--- src/rtl/acc_controller.sv ---
// acc_controller: multicycle fetch/decode/execute control FSM for the 16-bit accumulator datapath.
// Build option: define ILLEGAL_TRAP_EN to trap undefined opcodes to HALT with fault set.
module acc_controller #(
  parameter int MUL_TIMEOUT = 32,
  parameter int CNT_W       = 16
) (
  input  logic             clk,
  input  logic             rst,
  input  logic             run,
  input  logic [7:0]       opcode,
  input  logic             zflag,
  input  logic             mult_done,
  output logic             muxPC,
  output logic             muxMAR,
  output logic             loadMAR,
  output logic             loadPC,
  output logic             loadACC,
  output logic             loadMDR,
  output logic             loadIR,
  output logic [1:0]       muxACC,
  output logic [1:0]       opALU,
  output logic             mult_load,
  output logic             mult_reset,
  output logic             mem_we,
  output logic             halted,
  output logic             fault,
  output logic [CNT_W-1:0] instr_count,
  output logic [3:0]       state_dbg
);

  localparam int TMO_W = $clog2(MUL_TIMEOUT + 1);
  localparam logic [TMO_W-1:0] TMO_LAST = TMO_W'(MUL_TIMEOUT - 1);

  localparam logic [7:0] OP_NOP   = 8'h00;
  localparam logic [7:0] OP_LOAD  = 8'h01;
  localparam logic [7:0] OP_STORE = 8'h02;
  localparam logic [7:0] OP_ADD   = 8'h10;
  localparam logic [7:0] OP_SUB   = 8'h11;
  localparam logic [7:0] OP_AND   = 8'h12;
  localparam logic [7:0] OP_OR    = 8'h13;
  localparam logic [7:0] OP_MUL   = 8'h20;
  localparam logic [7:0] OP_CLR   = 8'h21;
  localparam logic [7:0] OP_JMP   = 8'h30;
  localparam logic [7:0] OP_JZ    = 8'h31;
  localparam logic [7:0] OP_HALT  = 8'hFF;

  localparam logic [1:0] ACC_ALU  = 2'b00;
  localparam logic [1:0] ACC_MDR  = 2'b01;
  localparam logic [1:0] ACC_MUL  = 2'b10;
  localparam logic [1:0] ACC_ZERO = 2'b11;

  typedef enum logic [3:0] {
    S_IDLE, S_F0, S_F1, S_F2, S_DEC, S_A0, S_A1, S_S0,
    S_S1, S_M0, S_M1, S_M2, S_W, S_J, S_RET, S_HALT
  } state_t;

  typedef struct packed {
    logic       mux_pc;
    logic       mux_mar;
    logic       load_mar;
    logic       load_pc;
    logic       load_acc;
    logic       load_mdr;
    logic       load_ir;
    logic [1:0] mux_acc;
    logic [1:0] op_alu;
    logic       mult_load;
    logic       mult_reset;
    logic       mem_we;
    logic       halted;
  } ctl_t;

  state_t           state, state_nxt;
  ctl_t             ctl_q, ctl_nxt;
  logic [1:0]       acc_sel, acc_sel_nxt;
  logic [1:0]       alu_sel, alu_sel_nxt;
  logic [TMO_W-1:0] tmo_cnt, tmo_nxt;
  logic             fault_q, fault_set, retire;
  logic [CNT_W-1:0] cnt_q;

  // Multiplier handshake: mult_load presents operands (valid) for one cycle; mult_done is the
  // result-valid, consumed in M2 and committed by the W load. No backpressure exists on either side.
  always_comb begin
    state_nxt   = state;
    acc_sel_nxt = acc_sel;
    alu_sel_nxt = alu_sel;
    tmo_nxt     = tmo_cnt;
    fault_set   = 1'b0;
    retire      = 1'b0;
    unique case (state)
      S_IDLE: if (run) state_nxt = S_F0;
      S_F0:   state_nxt = S_F1;
      S_F1:   state_nxt = S_F2;
      S_F2:   state_nxt = S_DEC;
      S_DEC: begin
        acc_sel_nxt = ACC_ALU;
        alu_sel_nxt = 2'b00;
        case (opcode)
          OP_NOP:   state_nxt = S_RET;
          OP_LOAD: begin
            state_nxt   = S_A0;
            acc_sel_nxt = ACC_MDR;
          end
          OP_ADD, OP_SUB, OP_AND, OP_OR: begin
            state_nxt   = S_A0;
            alu_sel_nxt = opcode[1:0];
          end
          OP_MUL: begin
            state_nxt   = S_A0;
            acc_sel_nxt = ACC_MUL;
          end
          OP_STORE: state_nxt = S_S0;
          OP_CLR: begin
            state_nxt   = S_W;
            acc_sel_nxt = ACC_ZERO;
          end
          OP_JMP:   state_nxt = S_J;
          OP_JZ:    state_nxt = zflag ? S_J : S_RET;
          OP_HALT:  state_nxt = S_HALT;
          default: begin
`ifdef ILLEGAL_TRAP_EN
            fault_set = 1'b1;
            state_nxt = S_HALT;
`else
            state_nxt = S_RET;
`endif
          end
        endcase
      end
      S_A0: state_nxt = S_A1;
      S_A1: state_nxt = (acc_sel == ACC_MUL) ? S_M0 : S_W;
      S_S0: state_nxt = S_S1;
      S_S1: state_nxt = S_RET;
      S_M0: state_nxt = S_M1;
      S_M1: begin
        tmo_nxt   = '0;
        state_nxt = S_M2;
      end
      S_M2: begin
        // A result arriving on the last allowed cycle still wins over the timeout.
        if (mult_done) begin
          state_nxt = S_W;
        end else if (tmo_cnt == TMO_LAST) begin
          fault_set = 1'b1;
          state_nxt = S_HALT;
        end else begin
          tmo_nxt = tmo_cnt + 1'b1;
        end
      end
      S_W:   state_nxt = S_RET;
      S_J:   state_nxt = S_RET;
      S_RET: begin
        retire    = 1'b1;
        state_nxt = run ? S_F0 : S_IDLE;
      end
      S_HALT: state_nxt = S_HALT;
      default: state_nxt = S_IDLE;
    endcase
  end

  // Controls are decoded from the next state and registered, so every output comes straight
  // from a flop and is stable for the whole cycle the FSM spends in that state.
  always_comb begin
    ctl_nxt = '0;
    case (state_nxt)
      S_F0: ctl_nxt.load_mar = 1'b1;
      S_F1: ctl_nxt.load_mdr = 1'b1;
      S_F2: begin
        ctl_nxt.load_ir = 1'b1;
        ctl_nxt.load_pc = 1'b1;
      end
      S_A0, S_S0: begin
        ctl_nxt.load_mar = 1'b1;
        ctl_nxt.mux_mar  = 1'b1;
      end
      S_A1:   ctl_nxt.load_mdr   = 1'b1;
      S_S1:   ctl_nxt.mem_we     = 1'b1;
      S_M0:   ctl_nxt.mult_reset = 1'b1;
      S_M1:   ctl_nxt.mult_load  = 1'b1;
      S_W:    ctl_nxt.load_acc   = 1'b1;
      S_J: begin
        ctl_nxt.load_pc = 1'b1;
        ctl_nxt.mux_pc  = 1'b1;
      end
      S_HALT: ctl_nxt.halted = 1'b1;
      default: ;
    endcase
    // The ACC source and ALU function stay put from the state after DEC through W.
    if (state_nxt inside {S_A0, S_A1, S_M0, S_M1, S_M2, S_W}) begin
      ctl_nxt.mux_acc = acc_sel_nxt;
      ctl_nxt.op_alu  = alu_sel_nxt;
    end
  end

  always_ff @(posedge clk or negedge rst) begin
    if (!rst) begin
      state   <= S_IDLE;
      ctl_q   <= '0;
      acc_sel <= ACC_ALU;
      alu_sel <= 2'b00;
      tmo_cnt <= '0;
      fault_q <= 1'b0;
      cnt_q   <= '0;
    end else begin
      state   <= state_nxt;
      ctl_q   <= ctl_nxt;
      acc_sel <= acc_sel_nxt;
      alu_sel <= alu_sel_nxt;
      tmo_cnt <= tmo_nxt;
      if (fault_set) fault_q <= 1'b1;
      if (retire)    cnt_q   <= cnt_q + 1'b1;
    end
  end

  assign muxPC       = ctl_q.mux_pc;
  assign muxMAR      = ctl_q.mux_mar;
  assign loadMAR     = ctl_q.load_mar;
  assign loadPC      = ctl_q.load_pc;
  assign loadACC     = ctl_q.load_acc;
  assign loadMDR     = ctl_q.load_mdr;
  assign loadIR      = ctl_q.load_ir;
  assign muxACC      = ctl_q.mux_acc;
  assign opALU       = ctl_q.op_alu;
  assign mult_load   = ctl_q.mult_load;
  assign mult_reset  = ctl_q.mult_reset;
  assign mem_we      = ctl_q.mem_we;
  assign halted      = ctl_q.halted;
  assign fault       = fault_q;
  assign instr_count = cnt_q;
  assign state_dbg   = state;

endmodule

--- config.mk ---
export PLATFORM = sky130hd
export DESIGN_NAME = acc_controller
export DESIGN_NICKNAME = d
export VERILOG_FILES = /design/src/rtl/acc_controller.sv
export SDC_FILE = /design/constraint.sdc
export NUM_CORES = 1
export LEC_CHECK = 0
export BUFFER_PORTS_ARGS = -buffer_cell sky130_fd_sc_hd__clkbuf_2
export CORE_MARGIN = 4
export CORE_UTILIZATION = 53
export CTS_BUF_LIST = sky130_fd_sc_hd__clkbuf_4
export DETAILED_ROUTE_END_ITERATION = 8
export PLACE_DENSITY = 0.79
export SETUP_SLACK_MARGIN = 0.2
export SLEW_MARGIN = 10
export SYNTH_ARGS = -nofsm -noshare
export SYNTH_HDL_FRONTEND = slang
export SYNTH_SLANG_ARGS = --single-unit
--- constraint.sdc ---
create_clock -name clk -period 4 [get_ports clk]
set_clock_uncertainty 0.15 [all_clocks]
set_input_delay 0.4 -clock clk [delete_from_list [all_inputs] [get_ports clk]]
set_output_delay 0.4 -clock clk [all_outputs]
set_load 0.01 [all_outputs]
---- Word-level counts from Yosys, hierarchy flattened ----
Cells that the tools add are included.
storage, ports and cells
  register bits ........................... 46
  latch bits .............................. 0
  bits in writable memories ............... 0
  memory bits (read-only) ................. 0
  output and inout bits ................... 36
  word-level logic and storage cells ...... 106
  memories ................................ 0
operators by class
  add/sub/neg operators ................... 2
  multipliers ............................. 0
  divide/modulo/power cells ............... 0
  order comparisons ....................... 0
  equal/unequal tests ..................... 43
  shift-type cells ........................ 0
  mux-type cells .......................... 31
  bitwise logic cells ..................... 0
  reductions and logical operators ........ 11
operator list
  kind                     count
  $eq A4 B4 Y1 const B     15
  $pmux W4 S14             1
  $eq A8 B5 Y1 const B     4
  $eq A8 B6 Y1 const B     4
  $eq A4 B3 Y1 const B     7
  $pmux W4 S6              1
  $add A16 B1 Y16 const B  1
  $eq A4 B2 Y1 const B     4
  $mux W1                  16
  $mux W4                  4
  $mux W6                  2
  $pmux W6 S2              1
  $eq A4 B1 Y1 const B     2
  $eq A8 B1 Y1 const B     1
  $eq A8 B2 Y1 const B     1
  $eq A8 B8 Y1 const B     1
  $mux W2                  4
  $add A6 B1 Y6 const B    1
  $eq A6 B5 Y1 const B     1
  $pmux W2 S3              1
  $reduce_bool A6 Y1       1
  $reduce_or A2 Y1         3
  $reduce_or A3 Y1         2
  $reduce_or A6 Y1         1
  7 further kinds          8

---- Longest topological paths before layout ----
  depth in word-level cells ............... 7
  depth in mapped cells ................... 8
  gate-level depth less buffers ........... 7

---- Worst setup path after synthesis ----
No wires, ideal clock.
  path kind ............................... register to register
  start ................................... reg state[1], in the netlist state_dbg[1]
  end ..................................... reg tmo_cnt[0]
  setup time .............................. 0.125 ns
  arrival ................................. 2.037 ns
  data required time ...................... 3.725 ns
  setup slack ............................. 1.688 ns
  cell stages (with the launch flop) ...... 8
  buffers on the path ..................... 1
  period minus slack after synthesis ...... 2.312 ns
  path through ............................ dfrtp_1 or4b_4 buf_6 a21oi_4 nor2_2 a221oi_4 nand2_2 mux2_4
between the ends
  cells in the longest elaborated chain, start to end .. 3
RTL lines
  what                                                                        line  text
  start, declared                                                             73    state_t state, state_nxt;
  start signal, assigned                                                      205   state <= state_nxt;
  $eq A4 B4 Y1                                                                90    unique case (state)
  $ne A2 B2 Y1 (no source line) / $reduce_bool A2 Y1 (equally long branches)  n/a
  $reduce_and A3 Y1 (no source line)                                          n/a
  end signal, assigned                                                        209   tmo_cnt <= tmo_nxt;
  end, declared                                                               77    logic [TMO_W-1:0] tmo_cnt, tmo_nxt;
Parallel ways exist; a longest one is shown, timed or not.
A chain may end at the register's enable or synchronous reset.

---- Worst setup path in the final report ----
  start ................................... reg state[3], in the netlist state_dbg[3]
  end ..................................... reg tmo_cnt[0]
Same word-level chain as after synthesis.

==> results by group <==
Pwr
  – VDD IR-drop max: 0.000417 V
  – Pwr Total: 1.74 mW
  – Cell area power density: 651 nW/um^2
  – Leak: 1.28 nW

GRT
  – Vias in the first global route: 1737
  – Grt total ovfl: 0
  – Total track usage: 18.8%
  – Largest net degree at the start of global routing: 47
  – Initial antenna violation count: 0
  – Global-route wire length before repair: 8.05 mm

Detailed routing
  – WL final: 4.71 mm
  – ANT nets after route: 0
  – Vias: 1813
  – Via-to-Cell Ratio: 5.61
  – First-pass DRT Iterations: 4
  – Routed len/inst: 14.6 um
  – Detailed-route DRC error count: 0
  – Initial DRC count: 67

Synthesis
  – Synth Register Bits: 46
  – Syn nets: 240
  – Synth area leader: dfrtp_1
  – Post-synthesis sequential area ratio: 48.8%
  – Yosys Warn Count: 0
  – Async set-or-reset flop fraction in the synthesized netlist: 100%
  – Unique cell type count in the Yosys netlist: 59
  – Synth Flop Type: dfrtp_1
  – Post-Synthesis Cells: 225
  – Avg Inst Size Synth: 10.5 sq um
  – Cell area after synthesis: 2360 sq um
  – Synth top area cells: dfrtp_1 49%, xnor2_1 3.7%, nor2_1 3.0%, nand2_1 2.7%, xor2_1 2.2%
  – Post-synth EDFFs: 0
  – Post-synth top area share: 48.8%

Worst hold path
  – Type of the worst min-delay path: in2async

Floorplan
  – Die X: 74.7 um
  – Die area: 5580 sq um
  – Io pins: 49
  – Site row count: 23
  – Die height: 74.7 um
  – Initial core utilization: 56.9%
  – Core box area: 4140 sq um

Layout
  – Synth-to-Final Area Change: 13.3%
  – Post-route cell area: 2670 sq um
  – Most frequent cells in the layout: 47 x clkbuf_2, 46 x dfrtp_1, 19 x nor2_1
  – Fin cells: 323
  – Commonest non-fill, non-tap cell in the layout: clkbuf_2
  – Final net count: 287
  – Share of cells above drive strength 1: 26.7%
  – ANT cells: 0

Status
  – Status: finished, final reports clean

Timing
  – Post-layout min period: 2.67 ns
  – Normalized max-slew margin: 35.4%
  – RSZ-0062 raised after global routing: false
  – Worst-Margin Slew: 0.970 ns
  – Final Hold Fails: 0
  – Slew Viols, Final: 0
  – Final setup viols: 0
  – Max Fclk: 375 MHz
  – Setup TNS: 0 ns
  – Period utilization: 66.7%

Clocking
  – Setup Buffers After CTS: 0
  – Worst-path clk slew: 0.13 ns
  – CTS buffer count: 5
  – Worst-Skew Late Latency: 0.34 ns
  – # resized after CTS: 0
  – CTS Buffer Depth: 2
  – Clk root buf: clkbuf_4
  – CTS tree: done
  – Clk sinks: 46
  – CTS Hold Bufs: 0
  – # H-tree levels: 2

Place
  – RePlAce Congestion: 0.944
  – Placement-stage cell area: 2620 sq um
  – Post-Place Cells: 315
  – Hpwl dp: 3.58 mm
  – # port buffers: 48

Setup path
  – Crit. End Element: flip-flop
  – Crit-path max FO: 15
  – Worst path required time: 4.09 ns
  – Launching element type of the critical path: flip-flop
  – Setup CP Type: reg2reg
  – Crit path DAT: 2.76 ns

Run
  – Max Cap Viol: 0
[synthesized netlist by cell type (all sizes together), types with 2 or more instances]
library cell,n
dfrtp,46
nor2,20
nand2,18
xnor2,10
inv,8
nand4,8
nor3,8
a21oi,7
nand2b,7
nand3,6
nor2b,6
o21ai,6
xor2,6
and3,5
buf,5
a221oi,3
a2bb2oi,3
a31o,3
and2,3
clkbuf,3
o211ai,3
or3,3
a21o,2
and4,2
ha,2
mux2,2
nor4,2
nor4b,2
nor4bb,2
o21a,2
o31ai,2
o41ai,2
[logic make-up (layout without fill, tap and decap cells)]
| logic type | after synthesis | in the layout | share of synthesized area [%] |
|---|---|---|---|
| buffers and inverters | 16 | 64 | 3.08 |
| muxes | 2 | 2 | 1.11 |
| xor gates and xnor gates | 16 | 16 | 5.94 |
| DFF | 46 | 46 | 48.8 |
| AOI/OAI and AO/OA | 43 | 43 | 15.2 |
| adders and majority gates | 2 | 2 | 1.06 |
| and+or+nand+nor | 100 | 100 | 24.8 |
[cell type report]
| class | instances | area (sq um) |
|---|---|---|
| Clock inverter | 3 | 16.3 |
| Timing Repair Buffer | 48 | 240 |
| Sequential cell | 46 | 1150 |
| Tap cell | 50 | 62.6 |
| Multi-Input combinational cell | 163 | 1130 |
| Inverter | 8 | 30.0 |
| Clock buffer | 5 | 37.5 |
| Fill cell | 366 | 1470 |
[registers in the layout, summed over array words and instances (netlist names)]
signal and cells:
instr_count 16, tmo_cnt 6, state_dbg 4, acc_sel 2, alu_sel 2, muxACC 2
opALU 2, fault 1, halted 1, loadACC 1, loadIR 1, loadMAR 1
loadMDR 1, loadPC 1, mem_we 1, mult_load 1, mult_reset 1, muxMAR 1
muxPC 1
[path summary, 6_finish.rpt]
path | from | end | slack [ns] | cells past startpoint
setup / recovery | state_dbg[3] | tmo_cnt[0] | 1.33 | 6
hold / removal | rst | loadACC | 0.05 | 1
setup reg to reg | state_dbg[3] | tmo_cnt[0] | 1.33 | 6
hold reg to reg | fault | fault | 0.33 | 1
max in group asynchronous | rst | state_dbg[3] | 3.05 | 1
min in group clk | opcode[1] | acc_sel[0] | 0.24 | 2
[through the flow]
stage	setup slack (ns)	hold WS, ns	utilization (%)
6_report	1.33	0.0520	64.5
4_1_cts	1.33	0.130	64.5
3_3_place_gp	1.44	0.297	63.2
2_1_floorplan	1.69	-0.0456	-
5_1_grt	1.18	0.120	64.5
3_5_place_dp	1.34	0.300	63.2
[worst max-delay path: stages (launching register included)]
cell and delay, ns:
dfrtp_1 0.57, or4b_4 0.69, a221oi_2 0.25, nor2_2 0.09
a221oi_4 0.42, nand2_2 0.12, mux2_4 0.27
[power by group]
part           leakage [nW]  switching [mW]  internal [mW]
sequential            0.615           0.131          0.577
combinational         0.637           0.487          0.340
clock                0.0286           0.140         0.0656
total                  1.28           0.758          0.982
[per-layer routing]
metal / up-vias / track usage [%] / part of all wire [%]
met3: 4 / 5.07 / 4.4
met5: - / 0 / 0
met2: 30 / 29.8 / 48
li1: 913 / - / -
met1: 866 / 25.7 / 47
met4: 0 / 5.34 / 0.76
Power figures use the tool's default switching activity.
